File: config.mk
export PLATFORM = sky130hd
export DESIGN_NAME = res_to_bcd
export DESIGN_NICKNAME = d
export VERILOG_FILES = /design/src/rtl/res_to_bcd.sv
export SDC_FILE = /design/constraint.sdc
export NUM_CORES = 1
export LEC_CHECK = 0
export ABC_AREA = 0
export CORE_AREA = 2 2 97 117
export CTS_BUF_LIST = sky130_fd_sc_hd__clkbuf_4 sky130_fd_sc_hd__clkbuf_8
export CTS_CLUSTER_DIAMETER = 40
export CTS_CLUSTER_SIZE = 24
export DETAILED_ROUTE_END_ITERATION = 7
export DIE_AREA = 0 0 99 119
export PLACE_DENSITY = 0.84
export SLEW_MARGIN = 20
export SYNTH_ARGS = -nofsm -noshare
export SYNTH_HDL_FRONTEND = slang
export SYNTH_SLANG_ARGS = --single-unit
File: constraint.sdc
create_clock -name i_clk -period 5.5 [get_ports i_clk]
set_input_delay 0.825 -clock i_clk [delete_from_list [all_inputs] [get_ports i_clk]]
set_output_delay 0.825 -clock i_clk [all_outputs]
set_load 0.02 [all_outputs]
File: src/rtl/res_to_bcd.sv
// Sequential binary-to-BCD converter with range check, sign and blank-mask outputs.
// Define RES_TO_BCD_LZB_EN to enable leading-zero blanking.
module res_to_bcd #(
    parameter int unsigned IN_W      = 40,
    parameter int unsigned DIGITS    = 6,
    parameter int unsigned LIM_POS   = 999999,
    parameter int unsigned LIM_NEG   = 99999,
    parameter int unsigned CONV_BITS = 20
) (
    input  logic                  i_clk,
    input  logic                  i_rst,
    input  logic                  i_start,
    input  logic [IN_W-1:0]       i_val,
    input  logic                  i_sign,
    input  logic                  i_err,
    output logic                  o_busy,
    output logic                  o_done,
    output logic [DIGITS*4-1:0]   o_bcd,
    output logic [DIGITS-1:0]     o_blank,
    output logic                  o_neg,
    output logic                  o_err
);

    localparam int unsigned BCD_W = DIGITS * 4;
    localparam int unsigned SR_W  = BCD_W + CONV_BITS;
    localparam int unsigned CNT_W = $clog2(CONV_BITS + 1);

`ifdef RES_TO_BCD_LZB_EN
    localparam logic [DIGITS-1:0] BLANK_RST = {{(DIGITS - 1){1'b1}}, 1'b0};
`else
    localparam logic [DIGITS-1:0] BLANK_RST = '0;
`endif

    typedef enum logic [2:0] {
        StIdle,
        StCheck,
        StShift,
        StBlank,
        StDone
    } state_t;

    state_t            state_q;
    logic [IN_W-1:0]   val_q;
    logic              sign_q;
    logic              err_q;
    logic [SR_W-1:0]   sr_q;
    logic [CNT_W-1:0]  cnt_q;

    logic [SR_W-1:0]   sr_adj;
    logic [SR_W-1:0]   sr_shift;
    logic [BCD_W-1:0]  bcd_res;
    logic [DIGITS-1:0] blank_mask;
    logic              range_err;

    assign o_busy = (state_q != StIdle);

    // Double-dabble step: correct each nibble >= 5 before the shift.
    always_comb begin
        sr_adj = sr_q;
        for (int k = 0; k < int'(DIGITS); k++) begin
            if (sr_q[CONV_BITS + 4*k +: 4] >= 4'd5) begin
                sr_adj[CONV_BITS + 4*k +: 4] = sr_q[CONV_BITS + 4*k +: 4] + 4'd3;
            end
        end
        sr_shift = {sr_adj[SR_W-2:0], 1'b0};
    end

    assign bcd_res = sr_q[SR_W-1 -: BCD_W];

`ifdef RES_TO_BCD_LZB_EN
    logic zero_above;
    always_comb begin
        blank_mask = '0;
        zero_above = 1'b1;
        for (int k = int'(DIGITS) - 1; k >= 1; k--) begin
            zero_above    = zero_above & (bcd_res[4*k +: 4] == 4'd0);
            blank_mask[k] = zero_above;
        end
    end
`else
    assign blank_mask = '0;
`endif

    // Full-width compares: any bit above the converted range is an error.
    assign range_err = err_q
                     | ( sign_q & (val_q > IN_W'(LIM_NEG)))
                     | (!sign_q & (val_q > IN_W'(LIM_POS)));

    always_ff @(posedge i_clk or posedge i_rst) begin
        if (i_rst) begin
            state_q <= StIdle;
            val_q   <= '0;
            sign_q  <= 1'b0;
            err_q   <= 1'b0;
            sr_q    <= '0;
            cnt_q   <= '0;
            o_done  <= 1'b0;
            o_bcd   <= '0;
            o_blank <= BLANK_RST;
            o_neg   <= 1'b0;
            o_err   <= 1'b0;
        end else begin
            unique case (state_q)
                StIdle: begin
                    if (i_start) begin
                        val_q   <= i_val;
                        sign_q  <= i_sign;
                        err_q   <= i_err;
                        state_q <= StCheck;
                    end
                end
                StCheck: begin
                    if (range_err) begin
                        o_err   <= 1'b1;
                        o_bcd   <= '0;
                        o_blank <= '1;
                        o_neg   <= 1'b0;
                        o_done  <= 1'b1;
                        state_q <= StDone;
                    end else begin
                        sr_q    <= {{BCD_W{1'b0}}, val_q[CONV_BITS-1:0]};
                        cnt_q   <= CNT_W'(CONV_BITS);
                        state_q <= StShift;
                    end
                end
                StShift: begin
                    sr_q  <= sr_shift;
                    cnt_q <= cnt_q - CNT_W'(1);
                    if (cnt_q == CNT_W'(1)) begin
                        state_q <= StBlank;
                    end
                end
                StBlank: begin
                    o_bcd   <= bcd_res;
                    o_blank <= blank_mask;
                    o_neg   <= sign_q & (bcd_res != '0);
                    o_err   <= 1'b0;
                    o_done  <= 1'b1;
                    state_q <= StDone;
                end
                StDone: begin
                    // A start here is taken as edge 0 of the next conversion.
                    o_done <= 1'b0;
                    if (i_start) begin
                        val_q   <= i_val;
                        sign_q  <= i_sign;
                        err_q   <= i_err;
                        state_q <= StCheck;
                    end else begin
                        state_q <= StIdle;
                    end
                end
                default: state_q <= StIdle;
            endcase
        end
    end

endmodule
==> run summary <==
status = completed
DRC errors left = 0
initial antenna violation count = 0
Final setup viols = 0
worst r2r src = val_q[27]
Distinct cells, synth = 55
post-synthesis sequential area ratio = 0.527
synth cell count leaders = 121 x dfrtp_1, 38 x mux2_1, 36 x a22o_1, 36 x nand2_1, 24 x nand3_1
DIE HEIGHT = 119 µm
Req. time, crit path = 4.68 ns
Slew Limit Fails = 0
WHS = 0.488 ns
DRC marker count from the first detailed-route iteration = 245
Sequential Power Share = 0.479
setup total negative slack = 0 ns
switch share = 0.229
ys async rst share = 1.00
CTS Sinks = 121
Synth Cell Area = 5740 µm²
# Max-Cap Violations = 0
clk slew on worst S/H paths = 0.07 ns
cts hold-fix bufs = 0
Seq cells post-synth = 121
YS warnings = 0
worst hold path type = register to register
f_max = 358 MHz
routed length per instance = 17.2 µm
Root Driver = clkbuf_8
Crit Path Max Fanout = 12
Worst Hold Launch = sr_q[13]
Synth area leaders = dfrtp_1 53%, mux2_1 7.4%, a22o_1 5.5%
combinational power share = 0.075
Worst Max-Slew Pin Slew = 0.956 ns
unrepaired setup endpoints after global routing = no
cell-internal power = 1580 µW
VDD IR max = 171 µV
setup slack, reg-to-reg = 2.75 ns
cell row count = 42
NetSw = 469 µW
vias in the first global route = 4,247
GP Congestion = 0.834
CTS tree = yes
LEAKAGE = 0.00303 µW
io pins = 79
global-route usage over all layers = 0.218
first-pass GRT wire length = 20.3 mm
top-count cell post-synth = dfrtp_1
total gr overflow = 0
Clock Power Share = 0.446
FF-to-FF path depth = 6
Syn Nets = 554
Final Hold Fails = 0
H-tree depth = 4
Via Count = 4,215
Final min period = 2.79 ns
CTS max path bufs = 2
Hold Crit Depth = 2
Worst EP arrival = 1.97 ns
fin crit share = 0.507
worst setup path startpoint = state_q[1]
Worst Hold Path EP = sr_q[14]
post-synth top area cell = dfrtp_1
Post-layout nets = 621
synthesized area per cell = 11.7 µm²
Worst setup SP type = register
Synth Flop Type = dfrtp_1
setup ws final = 2.71 ns
Die W = 99 µm
largest net degree at the start of global routing = 83
CP Capture Type = primary output
1st-pass router iterations = 5
PortBufs = 78
dpl cells = 668
CTS Buf Count = 17
Pwr per Cell Area = 291 nW/µm²
worst skew pair latency = 0.44 ns
die area = 11,800 µm²
Slew headroom = 0.363
core box area = 10,800 µm²
Post-Route WL = 12.1 mm
Clock Skew = 0.00724 ns
area grow syn2layout = 22.5%
HPWL after DPL = 7.94 mm
Initial Utilization = 0.533
synthesized instance count = 490
top cell type's share of synthesized area = 0.527
# diodes = 0
Post-CTS Setup Bufs = 0
Routed Antenna Nets = 0
Post-CTS Resized = 0
worst reg2reg endpoint = o_bcd[12]
vias per inst = 6.01
layout cells sized above 1 = 0.116
fin cells = 701
pre-CTS setup slack = 2.52 ns
Post-synth EDFFs = 0
total power = 2050 µW
CP Class = register to primary output
==> power by group through the flow <==
stage                     Sequential, µW  Clock, µW  Combinational [µW]
after global routing                 985        976                 168
after global placement               990          0                 145
final                                981        912                 153
after detailed placement             995          0                 151
after CTS                            979        926                 152
after floorplan                      981          0                98.6
==> layout make-up <==
cell class	instances	area, µm²
Clock buffer	19	262
Sequential cell	121	3030
Clock inverter	12	198
Fill cell	798	3740
Multi-Input combinational cell	313	2460
Inverter	19	76.3
Timing Repair Buffer	85	841
Tap cell	132	165
==> worst max path at each step <==
stage                      to  depth (start not counted)
floorplan            cnt_q[0]                          1
global placement    o_bcd[12]                          5
detailed placement  o_bcd[12]                          5
CTS                 o_bcd[12]                          5
global route        o_bcd[12]                          6
finish                 o_busy                          2
==> critical path, stage by stage, from the launching register on <==
cell and delay, ns:
dfrtp_1 0.58, or3_1 0.41, clkdlybuf4s50_1 0.54
==> logic make-up after synthesis <==
logic type | after synthesis | share of synthesized area
AND/OR/NAND/NOR | 136 | 0.134
adder cells (fa/ha/maj) | 19 | 0.0414
XOR/XNOR | 10 | 0.0152
flip-flops | 121 | 0.527
buffers and inverters | 56 | 0.0470
multiplexers | 42 | 0.0823
AO/OA/AOI/OAI | 106 | 0.153
==> cells in the final DEF, fill, tap and decap left out, types with 12 or more instances in the layout <==
cell type / n
dfrtp_1: 121
a22o_1: 36
ha_1: 19
mux2_1: 38
nand3_1: 24
clkbuf_8: 19
nand4_1: 21
inv_1: 16
clkdlybuf4s50_1: 78
a21oi_1: 12
nand2_1: 36
o21ai_0: 13
==> registers in the layout, indices dropped and copies added, names as in the netlist, 3 cells and up <==
register  flops
cnt_q         5
o_bcd        24
sr_q         44
state_q       3
val_q        40
==> per-layer routing <==
layer	routed length, µm	vias up	part of all wire	GRT usage
met5	0	-	0	0
met4	251	0	0.021	0.104
met3	623	25	0.052	0.0646
met2	6120	136	0.51	0.350
met1	5060	2130	0.42	0.269
li1	-	1924	-	-
==> through the flow <==
step                      cell area (µm²)  utilization
after floorplan                      5740            -
after global placement               6540        0.607
after detailed placement             6540        0.607
after CTS                            7000        0.650
after global routing                 7030        0.653
final                                7030        0.653
Power figures use the tool's default switching activity.
